[src/rtl/uart_defs.sv]
`default_nettype none
// ============================================================================
//  Module   : uart_defs (package)
//  Purpose  : Shared UART receiver definitions. Provides the baud-divisor
//             macros (`B9600, `B19200, `B57600, `B115200) for a 12 MHz
//             clock, matching localparams, and the receiver state encoding.
//  Revision : 1.0  initial release
// ============================================================================
`ifndef UART_DEFS_BAUD_MACROS
`define UART_DEFS_BAUD_MACROS
`define B9600   1250
`define B19200  625
`define B57600  208
`define B115200 104
`endif

package uart_defs;

  // Divisors for a 12 MHz system clock.
  localparam int unsigned c_b9600   = `B9600;
  localparam int unsigned c_b19200  = `B19200;
  localparam int unsigned c_b57600  = `B57600;
  localparam int unsigned c_b115200 = `B115200;

  // Receiver states. PARITY is only reachable when parity checking is built in.
  typedef enum logic [2:0] {
    IDLE   = 3'd0,
    START  = 3'd1,
    DATA   = 3'd2,
    PARITY = 3'd3,
    STOP   = 3'd4
  } rx_state_e;

  // Hack data words are 16 bits; characters are presented zero-extended.
  function automatic logic [15:0] zext_char(input logic [7:0] ch);
    return {8'h00, ch};
  endfunction

endpackage

`default_nettype wire

[src/rtl/sync_fifo.sv]
`default_nettype none
// ============================================================================
//  Module   : sync_fifo
//  Purpose  : First-word-fall-through FIFO, depth 2**AW. Pointers carry one
//             extra wrap bit so full/empty fall out of an MSB + address
//             compare. A push while full is dropped and flagged on ovf_o,
//             unless a pop happens in the same cycle.
//  Revision : 1.0  initial release
// ============================================================================
module sync_fifo #(
  parameter int unsigned WIDTH = 8,
  parameter int unsigned AW    = 4
) (
  input  logic             clk,
  input  logic             rstn,
  input  logic             wr_en_i,
  input  logic [WIDTH-1:0] wr_data_i,
  input  logic             rd_en_i,
  output logic [WIDTH-1:0] rd_data_o,
  output logic             empty_o,
  output logic             full_o,
  output logic [AW:0]      count_o,
  output logic             ovf_o
);

  localparam int unsigned c_depth = 2 ** AW;
  localparam logic [AW:0] c_ptr_one = (AW + 1)'(1);

  logic [WIDTH-1:0] mem_q [c_depth];
  logic [AW:0]      wptr_q, wptr_d;
  logic [AW:0]      rptr_q, rptr_d;
  logic             w_empty, w_full, w_push, w_pop;

  assign w_empty = (wptr_q == rptr_q);
  assign w_full  = (wptr_q[AW] != rptr_q[AW]) && (wptr_q[AW-1:0] == rptr_q[AW-1:0]);
  assign w_pop   = rd_en_i && !w_empty;
  // When full, a simultaneous pop frees the head slot, which is exactly where
  // the write pointer lands, so the push can proceed.
  assign w_push  = wr_en_i && (!w_full || w_pop);

  assign rd_data_o = w_empty ? '0 : mem_q[rptr_q[AW-1:0]];
  assign empty_o   = w_empty;
  assign full_o    = w_full;
  assign count_o   = wptr_q - rptr_q;
  assign ovf_o     = wr_en_i && w_full && !w_pop;

  // Next pointer values.
  always_comb begin
    wptr_d = wptr_q;
    rptr_d = rptr_q;
    if (w_push) wptr_d = wptr_q + c_ptr_one;
    if (w_pop)  rptr_d = rptr_q + c_ptr_one;
  end

  // Pointer registers.
  always_ff @(posedge clk or negedge rstn) begin
    if (!rstn) begin
      wptr_q <= '0;
      rptr_q <= '0;
    end else begin
      wptr_q <= wptr_d;
      rptr_q <= rptr_d;
    end
  end

  // Storage array; contents are don't-care until written.
  always_ff @(posedge clk) begin
    if (w_push) mem_q[wptr_q[AW-1:0]] <= wr_data_i;
  end

endmodule

`default_nettype wire

[src/rtl/uart_rx_fifo.sv]
`default_nettype none
// ============================================================================
//  Module   : uart_rx_fifo
//  Purpose  : Oversampling serial receiver (5..8 data bits, LSB first) with a
//             FWFT character FIFO, sticky framing and overrun flags. Output
//             words are zero-extended to 16 bits for the Hack I/O map.
//  Config   : `define UART_RX_PARITY_EN adds one parity bit before stop
//             (even, or odd when PARITY_ODD=1). Without it no parity logic
//             exists and PARITY_ODD is ignored.
//  Revision : 1.0  initial release
// ============================================================================
module uart_rx_fifo
  import uart_defs::*;
#(
  parameter int unsigned BAUD_DIV   = 104,
  parameter int unsigned DATA_BITS  = 8,
  parameter int unsigned FIFO_AW    = 4,
  parameter int unsigned PARITY_ODD = 0
) (
  input  logic               clk,
  input  logic               rstn,
  input  logic               rx,
  input  logic               rd_en,
  input  logic               err_clr,
  output logic [15:0]        rd_data,
  output logic               empty,
  output logic               full,
  output logic [FIFO_AW:0]   count,
  output logic               busy,
  output logic               frame_err,
  output logic               overrun
);

  localparam int unsigned        c_cnt_w  = $clog2(BAUD_DIV);
  localparam logic [c_cnt_w-1:0] c_half   = c_cnt_w'(BAUD_DIV / 2);
  // Reloading with BAUD_DIV-1 makes consecutive samples exactly BAUD_DIV ticks apart.
  localparam logic [c_cnt_w-1:0] c_full   = c_cnt_w'(BAUD_DIV - 1);
  localparam logic [c_cnt_w-1:0] c_one    = c_cnt_w'(1);
  localparam logic [2:0]         c_last   = 3'(DATA_BITS - 1);

  rx_state_e              state_q, state_d;
  logic [c_cnt_w-1:0]     cnt_q, cnt_d;
  logic [2:0]             bitcnt_q, bitcnt_d;
  logic [DATA_BITS-1:0]   shift_q, shift_d;
  logic                   rx_s1_q, rx_s2_q, rx_prev_q;
  logic                   frame_err_q, overrun_q;
  logic                   w_tick, w_push, w_frame_evt, w_par_bad, w_ovf;
  logic [7:0]             w_char, w_fifo_rd;

`ifdef UART_RX_PARITY_EN
  logic par_err_q, par_err_d;
  assign w_par_bad = par_err_q;
`else
  logic w_unused_par_odd;
  assign w_unused_par_odd = (PARITY_ODD != 0);
  assign w_par_bad        = 1'b0;
`endif

  assign w_tick = (cnt_q == '0);

  // Two-flop synchroniser plus one delayed copy for start-edge detection.
  always_ff @(posedge clk or negedge rstn) begin
    if (!rstn) begin
      rx_s1_q   <= 1'b1;
      rx_s2_q   <= 1'b1;
      rx_prev_q <= 1'b1;
    end else begin
      rx_s1_q   <= rx;
      rx_s2_q   <= rx_s1_q;
      rx_prev_q <= rx_s2_q;
    end
  end

  // Receiver state, bit timer, bit counter and shift register.
  always_ff @(posedge clk or negedge rstn) begin
    if (!rstn) begin
      state_q   <= IDLE;
      cnt_q     <= '0;
      bitcnt_q  <= '0;
      shift_q   <= '0;
`ifdef UART_RX_PARITY_EN
      par_err_q <= 1'b0;
`endif
    end else begin
      state_q   <= state_d;
      cnt_q     <= cnt_d;
      bitcnt_q  <= bitcnt_d;
      shift_q   <= shift_d;
`ifdef UART_RX_PARITY_EN
      par_err_q <= par_err_d;
`endif
    end
  end

  // Frame sequencing: mid-bit sampling, stop-bit verdict and FIFO push.
  always_comb begin
    state_d     = state_q;
    cnt_d       = cnt_q;
    bitcnt_d    = bitcnt_q;
    shift_d     = shift_q;
    w_push      = 1'b0;
    w_frame_evt = 1'b0;
`ifdef UART_RX_PARITY_EN
    par_err_d   = par_err_q;
`endif
    case (state_q)
      IDLE: begin
        if (rx_prev_q && !rx_s2_q) begin
          state_d = START;
          cnt_d   = c_half;
        end
      end
      START: begin
        if (w_tick) begin
          if (!rx_s2_q) begin
            state_d  = DATA;
            cnt_d    = c_full;
            bitcnt_d = '0;
          end else begin
            // Line went high again before mid-start: a glitch, not a frame.
            state_d = IDLE;
          end
        end else begin
          cnt_d = cnt_q - c_one;
        end
      end
      DATA: begin
        if (w_tick) begin
          shift_d = {rx_s2_q, shift_q[DATA_BITS-1:1]};
          cnt_d   = c_full;
          if (bitcnt_q == c_last) begin
`ifdef UART_RX_PARITY_EN
            state_d = PARITY;
`else
            state_d = STOP;
`endif
          end else begin
            bitcnt_d = bitcnt_q + 3'd1;
          end
        end else begin
          cnt_d = cnt_q - c_one;
        end
      end
`ifdef UART_RX_PARITY_EN
      PARITY: begin
        if (w_tick) begin
          par_err_d = rx_s2_q ^ (^shift_q) ^ (PARITY_ODD != 0);
          state_d   = STOP;
          cnt_d     = c_full;
        end else begin
          cnt_d = cnt_q - c_one;
        end
      end
`endif
      STOP: begin
        if (w_tick) begin
          // Leave half a bit early so a back-to-back start edge is not missed.
          state_d = IDLE;
          if (rx_s2_q && !w_par_bad) w_push      = 1'b1;
          else                       w_frame_evt = 1'b1;
        end else begin
          cnt_d = cnt_q - c_one;
        end
      end
      default: state_d = IDLE;
    endcase
  end

  // Sticky error flags; a new event beats a simultaneous clear.
  always_ff @(posedge clk or negedge rstn) begin
    if (!rstn) begin
      frame_err_q <= 1'b0;
      overrun_q   <= 1'b0;
    end else begin
      if (w_frame_evt)  frame_err_q <= 1'b1;
      else if (err_clr) frame_err_q <= 1'b0;
      if (w_ovf)        overrun_q   <= 1'b1;
      else if (err_clr) overrun_q   <= 1'b0;
    end
  end

  // Received bits zero-extended to the FIFO's byte width.
  always_comb begin
    w_char                = '0;
    w_char[DATA_BITS-1:0] = shift_q;
  end

  sync_fifo #(
    .WIDTH (8),
    .AW    (FIFO_AW)
  ) u_fifo (
    .clk       (clk),
    .rstn      (rstn),
    .wr_en_i   (w_push),
    .wr_data_i (w_char),
    .rd_en_i   (rd_en),
    .rd_data_o (w_fifo_rd),
    .empty_o   (empty),
    .full_o    (full),
    .count_o   (count),
    .ovf_o     (w_ovf)
  );

  assign rd_data   = zext_char(w_fifo_rd);
  assign busy      = (state_q != IDLE);
  assign frame_err = frame_err_q;
  assign overrun   = overrun_q;

endmodule

`default_nettype wire

[config.mk]
export PLATFORM = sky130hd
export DESIGN_NAME = uart_rx_fifo
export DESIGN_NICKNAME = d
export VERILOG_FILES = /design/src/rtl/uart_defs.sv /design/src/rtl/sync_fifo.sv /design/src/rtl/uart_rx_fifo.sv
export SDC_FILE = /design/constraint.sdc
export NUM_CORES = 1
export LEC_CHECK = 0
export ABC_AREA = 1
export BUFFER_PORTS_ARGS = -buffer_cell sky130_fd_sc_hd__clkbuf_2
export CAP_MARGIN = 20
export CORE_ASPECT_RATIO = 0.75
export CORE_MARGIN = 4
export CORE_UTILIZATION = 55
export DETAILED_ROUTE_END_ITERATION = 7
export GPL_TIMING_DRIVEN = 0
export PLACE_DENSITY = 0.76
export SYNTH_ARGS = -nofsm -noshare
export SYNTH_HDL_FRONTEND = slang
export SYNTH_SLANG_ARGS = --single-unit
[constraint.sdc]
create_clock -name clk -period 2.3 [get_ports clk]
set_input_delay 0.115 -clock clk [delete_from_list [all_inputs] [get_ports clk]]
set_output_delay 0.115 -clock clk [all_outputs]
set_load 0.01 [all_outputs]
==> results of run 1 <==
-- stage by stage --
stage / TNS, ps / hold WS (ps) / total power (W)
global placement: -71930 / 204 / 0.00771
global route: -79.2 / 57.7 / 0.0119
floorplan: -8650 / -181 / 0.00652
finish: 0 / 47.4 / 0.0112
CTS: 0 / 41.2 / 0.0109
detailed placement: -75620 / 205 / 0.00779
-- registers in the layout (all words and copies together) (netlist names) --
name,flops
bitcnt_q,3
cnt_q,7
frame_err,1
overrun,1
rx_prev_q,1
rx_s1_q,1
rx_s2_q,1
shift_q,8
state_q,3
u_fifo.mem_q,128
u_fifo.rptr_q,5
u_fifo.wptr_q,5
-- repair_timing --
item | 4_1_cts | 5_1_grt
hold buffers | 3 | 0
resized for setup | 59 | 35
setup endpoints to repair | 146 | 137
pin swaps | 3 | 12
buffers inserted | 4 | 13
hold endpoints to repair | 36 | 0
-- layer usage --
| metal | routed length, um | up-vias | share of wire |
|---|---|---|---|
| li1 | - | 2708 | - |
| met1 | 7760 | 2679 | 0.44 |
| met2 | 8500 | 158 | 0.48 |
| met3 | 991 | 31 | 0.056 |
| met4 | 313 | 0 | 0.018 |
| met5 | 0 | - | 0 |
-- report_power, final --
part / switching (W) / internal (W)
sequential: 0.000388 / 0.00351
combinational: 0.00283 / 0.00162
clock: 0.00117 / 0.00171
-- layout by cell type (no fill, tap or decap), types with 3 or more instances in the layout --
| cell type | count |
|---|---|
| dlygate4sd3_1 | 3 |
| nor2_4 | 20 |
| nand4_1 | 6 |
| xor2_1 | 6 |
| nand2_8 | 3 |
| a21oi_2 | 8 |
| buf_6 | 5 |
| buf_4 | 28 |
| clkinvlp_4 | 3 |
| nand2_1 | 273 |
| clkbuf_1 | 4 |
| nand3_1 | 80 |
| clkinv_4 | 3 |
| o21ai_1 | 12 |
| conb_1 | 8 |
| dfstp_2 | 3 |
| clkbuf_16 | 17 |
| dfrtp_1 | 31 |
| nor2_1 | 15 |
| edfxtp_1 | 128 |
| bufinv_16 | 3 |
| clkinv_2 | 4 |
| xnor2_1 | 6 |
| o22ai_1 | 4 |
| a21oi_1 | 7 |
| o21ai_0 | 6 |
| nand2_4 | 3 |
| nand2_2 | 9 |
| nor2_2 | 7 |
| inv_1 | 114 |
| buf_2 | 5 |
| ha_1 | 10 |
| clkbuf_2 | 26 |
-- cells by family (layout without fill, tap and decap cells) --
group                    count (synthesis)  in the layout
flip-flops                             164            164
AO/OA/AOI/OAI                           38             38
other                                    1              8
AND/OR/NAND/NOR                        425            425
XOR/XNOR                                13             13
adder cells (fa/ha/maj)                 14             14
buffers and inverters                  153            227
-- layout make-up --
type,instances,area (sq um)
clock inverter,13,159
inverter,121,477
buffer,32,244
tap,175,219
fill,1049,4580
timing repair buffer,42,293
multi-input combinational,498,2640
sequential,164,4750
clock buffer,19,433
-- worst register-to-register path, stage by stage, from the launching register on --
cell and delay (ps):
dfrtp_1 430, buf_8 170, inv_8 100, ha_4 230, nand2_2 70, nor2_2 50
inv_2 70, nor3_4 60, nor2_8 290, nand2_8 130, nor2_4 300
-- worst min-delay path by stage --
stage                     cells past startpoint  slack (ps)          endpoint
after detailed placement                      1         200           rx_s1_q
after global placement                        1         200           rx_s1_q
after CTS                                     3          40  u_fifo.rptr_q[2]
after global routing                          3          60  u_fifo.rptr_q[2]
final                                         3          50  u_fifo.rptr_q[2]
after floorplan                               0        -180       bitcnt_q[0]
==> metrics.md, run 1 <==
| Metric | Value |
|---|---|
| Status | `finished clean` |
| Clock Latency Late Sink | `420 ps` |
| Synth Area in XOR/XNOR | `0.0156` |
| Worst endpoint required time | `2400 ps` |
| Static Leak | `4.14 nW` |
| Die X | `145 um` |
| Number of buffers created by CTS | `17` |
| Post-DRT Antenna Nets | `0` |
| Synth Area in Compound Gates | `0.0254` |
| Register area share after synthesis | `0.611` |
| Worst Setup SP | `u_fifo.rptr_q[2]` |
| Clock Path Buffers | `2` |
| ANT cells | `0` |
| Worst Setup Start Kind | `flip-flop` |
| Vias in the first global route | `around 5600` |
| Power per Cell Area | `1220 nW/um^2` |
| Clk root buf | `clkbuf_16` |
| Crit path capture | `u_fifo.mem_q[2][2]` |
| Final nets | `895` |
| Initial antenna violation count | `0` |
| Slowest-stage cell, CP | `dfrtp_1` |
| Yosys reg bits | `164` |
| VDD IR-drop max | `0.000744 V` |
| Final Cycle Share | `0.972` |
| Critical path fanouts, max | `10` |
| Avg Cell Area, Syn | `9.62 sq um` |
| EDFF count, synth | `roughly 130` |
| Post-synthesis mux area share | `0` |
| # clock sinks | `about 160` |
| Area delta synth->final | `18.6%` |
| Tightest Pin Transition | `910 ps` |
| Reg-to-Reg End | `u_fifo.mem_q[2][2]` |
| Max Slew Vio Count | `0` |
| Hold Fails Final Rpt | `0` |
| Levels on crit path | `10` |
| CP arrival | `~2300 ps` |
| Placement Setup Slack | `-690 ps` |
| Global-route layer with the greatest usage | `met2` |
| Worst clock skew | `9.29 ps` |
| CP Cell Sequence | `buf_8 > inv_8 > ha_4 > nand2_2 > nor2_2 > inv_2 > nor3_4 > nor2_8 > nand2_8 > nor2_4` |
| Rows | `37` |
| Simple-gate share of the synthesized area | `0.243` |
| Area post-placement | `8130 sq um` |
| HP Start | `rd_en` |
| Crit path kind | `flip-flop to flip-flop` |
| Placed insts | `1012` |
| R2r startpoint | `u_fifo.rptr_q[2]` |
| Grt met2 use | `0.369` |
| Max-cap viol count | `0` |
| CTS H-tree depth | `4` |
| Filler-free cell count of the finished design | `between 1000 and 1500` |
| Count leader, synth | `nand2_1` |
| CTS clk-pin slew, worst paths | `about 60 ps` |
| Netlist cell types | `36` |
| Hpwl dp | `~11000 um` |
| First-iteration detailed-routing DRC count | `458` |
| First-pass GRT wire length | `~28000 um` |
| Largest net degree at the start of global routing | `37` |
| Worst R2R Setup Slack | `~64 ps` |
| Die area | `16100 sq um` |
| CP bufs+invs | `3` |
| Via count | `about 5600` |
| Boundary Pins | `31` |
| GP Congestion | `0.890` |
| Final WS setup | `63.7 ps` |
| Grt met3 use | `0.0458` |
| Top cells by area, synth | `edfxtp_1, nand2_1, dfrtp_1, inv_1, nand3_1` |
| Gr ovfl total | `0` |
| Routing usage on met1 | `0.302` |
| Final instance area | `9220 sq um` |
| CP delay by family, top | `simple AND/OR/NAND/NOR gates` |
| Critical Path End Type | `flip-flop` |
| Most instantiated cells after synthesis | `nand2_1, edfxtp_1, inv_1, nand3_1, nor2_1` |
| Die H | `111 um` |
| Share of cells above drive strength 1 | `0.193` |
| Starting Density | `0.563` |
| CP max stage delay | `roughly 430 ps` |
| Min-Delay Path Class | `input pin to flip-flop` |
| Final setup vio count | `0` |
| Port buffer count | `22` |
| Share of the synthesized area in the top cell type | `0.495` |
| CTS tree | `yes` |
| Routed WL per cell | `~17 um` |
| Fin util | `0.668` |
| Minimum clock period | `roughly 2200 ps` |
| Ys flop type | `edfxtp_1` |
| R2R depth | `10` |
| Synth async-reset ratio | `0.220` |
| DRC | `0` |
| Mapped Area | `7770 sq um` |
| Overall routed net length | `17600 um` |
| Total global routing track utilization | `0.223` |
| Synth warn | `0` |
| Rel. slew slack | `0.394` |
| Post-synthesis cell count | `808` |
| Max Freq | `between 400 and 500 MHz` |
| First-pass DRT Iterations | `5` |
| Post-DR vias/cell | `5.24` |
| Biggest area consumer among synthesized cells | `edfxtp_1` |
| Core Footprint | `between 10000 and 15000 sq um` |
| Main combinational cell family by area after synthesis | `simple AND/OR/NAND/NOR gates` |
| Synth Area in Adders | `0.0235` |
(Power assumes the default switching activity.)
==> run 2: changes to the inputs <==
CORE_MARGIN = 5   (was 4)
==> metrics.md, run 2 (same netlist as run 1, synthesis figures left out) <==
| Metric | Value |
|---|---|
| Worst endpoint required time | `2400 ps (about the same)` |
| CP delay by family, top | `simple AND/OR/NAND/NOR gates` |
| CP bufs+invs | `3 (unchanged)` |
| Max Freq | `449 MHz (+0.37%)` |
| Hpwl dp | `11300 um (-0.34%)` |
| Crit path kind | `flip-flop to flip-flop` |
| Via count | `5589 (+0.23%)` |
| Hold Worst Slack | `71.1 ps (+23.8 ps)` |
| R2r startpoint | `u_fifo.rptr_q[2]` |
| Min-Delay Path Class | `input pin to flip-flop` |
| Crit path capture | `u_fifo.mem_q[8][0]` |
| CP max stage delay | `430 ps (about the same)` |
| CP arrival | `2330 ps (about the same)` |
| Max-cap viol count | `0 (unchanged)` |
| Commonest non-fill, non-tap cell in the layout | `nand2_1` |
| Final nets | `892 (-0.34%)` |
| Area delta synth->final | `18.9%` |
| Core Footprint | `13800 sq um (unchanged)` |
| Gr ovfl total | `0 (unchanged)` |
| Clk root buf | `clkbuf_16` |
| Die H | `113 um (+1.8%)` |
| Rel. slew slack | `0.399 (+0.00526)` |
| Fillers | `1043 (-0.57%)` |
| Worst R2R Setup Slack | `70 ps (about the same)` |
| Post-DR vias/cell | `5.27 (+0.52%)` |
| Status | `finished clean` |
| Gate power share | `0.396 (about the same)` |
| CP Cell Sequence | `buf_8 > inv_8 > ha_4 > nand2_2 > nor2_4 > inv_2 > nor3_4 > nor2_8 > nand2_8 > nor2_4` |
| Critical path fanouts, max | `10 (unchanged)` |
| Port buffer count | `22 (unchanged)` |
| Die area | `16600 sq um (+3.2%)` |
| First-pass GRT wire length | `28100 um (-0.90%)` |
| First-iteration detailed-routing DRC count | `433 (-5.5%)` |
| Worst clock skew | `6.99 ps (-2.30 ps)` |
| Worst Setup SP | `u_fifo.rptr_q[2]` |
| Largest net degree at the start of global routing | `37 (unchanged)` |
| CP most frequent cell | `nor2_4` |
| Tightest Pin Transition | `902 ps (-7.89 ps)` |
| Starting Density | `0.563 (unchanged)` |
| Area post-placement | `8130 sq um (unchanged)` |
| Share of cells above drive strength 1 | `0.198 (+0.00404)` |
| Commonest non-fill, non-tap cells in the layout | `nand2_1, edfxtp_1, inv_1` |
| Number of buffers created by CTS | `17 (unchanged)` |
| Multi-input gate area | `2670 sq um (+0.95%)` |
| Die X | `147 um (+1.4%)` |
| CTS tree | `yes` |
| Critical Path End Type | `flip-flop` |
| Final instance area | `9240 sq um (+0.24%)` |
| CTS clk-pin slew, worst paths | `60 ps (about the same)` |
| DRC | `0 (unchanged)` |
| Final Cycle Share | `0.969 (-0.00356)` |
| Net Switching | `0.00452 W (+2.9%)` |
| RSZ-0062 raised after global routing | `true` |
| Vias in the first global route | `5379 (-3.5%)` |
| Seq pwr share | `0.342 (-0.005)` |
| Rows | `37 (unchanged)` |
| Clock Latency Late Sink | `420 ps (about the same)` |
| Slowest-stage cell, CP | `dfrtp_2` |
| ANT cells | `0 (unchanged)` |
| Static Leak | `4.15 nW (+0.22%)` |
| Total global routing track utilization | `0.220 (-0.00278)` |
| Reg area | `4750 sq um (unchanged)` |
| Clock share of power | `0.261 (+0.005)` |
| Largest register FFs | `128 (unchanged)` |
| Boundary Pins | `31 (unchanged)` |
| Hold Fails Final Rpt | `0 (unchanged)` |
| CTS H-tree depth | `4 (unchanged)` |
| Power per Cell Area | `1230 nW/um^2 (+1.4%)` |
| Minimum clock period | `2230 ps (-8.19 ps)` |
| Switching Fraction | `0.396 (+0.00500)` |
| Final setup vio count | `0 (unchanged)` |
| Clock Path Buffers | `2 (unchanged)` |
| Setup TNS | `0 ps (unchanged)` |
| Post-DRT Antenna Nets | `0 (unchanged)` |
| Max Slew Vio Count | `0 (unchanged)` |
| Reg-to-Reg End | `u_fifo.mem_q[8][0]` |
| Overall routed net length | `17800 um (+1.4%)` |
| Levels on crit path | `10 (unchanged)` |
| Worst Setup Start Kind | `flip-flop` |
| First-pass DRT Iterations | `5 (unchanged)` |
| GP Congestion | `0.844 (-5.2%)` |
| Initial antenna violation count | `0 (unchanged)` |
| Routed WL per cell | `16.8 um (+1.6%)` |
| Pint | `0.00689 W (+0.79%)` |
| VDD IR-drop max | `0.000794 V (+6.7%)` |
| R2R depth | `10 (unchanged)` |
| # clock sinks | `164 (unchanged)` |
[run 2: worst reg2reg max path, delay by kind of cell (launching register included)]
kind                     cells  cell delay, ps
flip-flops                   1             430
buffers and inverters        3             330
adder cells (fa/ha/maj)      1             230
AND/OR/NAND/NOR              6             910
[run 2: stage by stage]
| stage | total power, W | worst slack (ps) | cells | util |
|---|---|---|---|---|
| 2_1_floorplan | 0.00652 | -77.3 | 815 | - |
| 3_3_place_gp | 0.00774 | -665 | 1012 | 0.589 |
| 3_5_place_dp | 0.00782 | -691 | 1012 | 0.589 |
| 4_1_cts | 0.0110 | 10.9 | 1050 | 0.652 |
| 5_1_grt | 0.0121 | -21.2 | 1061 | 0.670 |
| 6_report | 0.0114 | 71.9 | 1061 | 0.670 |
[run 2: final cells by class]
type	instances	area share
flip-flops and latches	164	0.514
repair buffers	40	0.0287
clock inverters	15	0.0210
plain buffers	31	0.0261
well taps	175	0.0237
inverters	121	0.0516
multi-input cells	498	0.289
clock buffers	17	0.0460
[run 2: power groups by stage]
stage	sequential, W	clock (W)	combinational, W
2_1_floorplan	0.00378	0	0.00274
3_3_place_gp	0.00392	0	0.00382
4_1_cts	0.00387	0.00300	0.00415
5_1_grt	0.00393	0.00315	0.00501
3_5_place_dp	0.00394	0	0.00388
6_report	0.00390	0.00298	0.00452
[run 2: how the worst min path moves through the flow]
stage / startpoint / to / slack, ps / depth (start not counted)
2_1_floorplan: rstn / bitcnt_q[0] / -180 / 0
3_3_place_gp: rx / rx_s1_q / 200 / 1
3_5_place_dp: rx / rx_s1_q / 210 / 1
4_1_cts: rd_en / u_fifo.rptr_q[2] / 50 / 3
5_1_grt: rd_en / u_fifo.rptr_q[2] / 80 / 3
6_report: rd_en / u_fifo.rptr_q[2] / 70 / 3
[run 2: repair_timing]
action	in CTS	in global routing
pin swaps	1	10
resized for setup	57	39
hold buffers	3	0
setup buffers	3	12
setup endpoints to repair	145	140
hold endpoints to repair	36	0
[run 2: metal layers]
layer / track usage / vias to the layer above / routed length, um
met4: 0.0565 / 0 / 312
met1: 0.300 / 2650 / 7500
met3: 0.0480 / 30 / 1290
met5: 0 / - / 0
met2: 0.364 / 205 / 8700
li1: - / 2704 / -
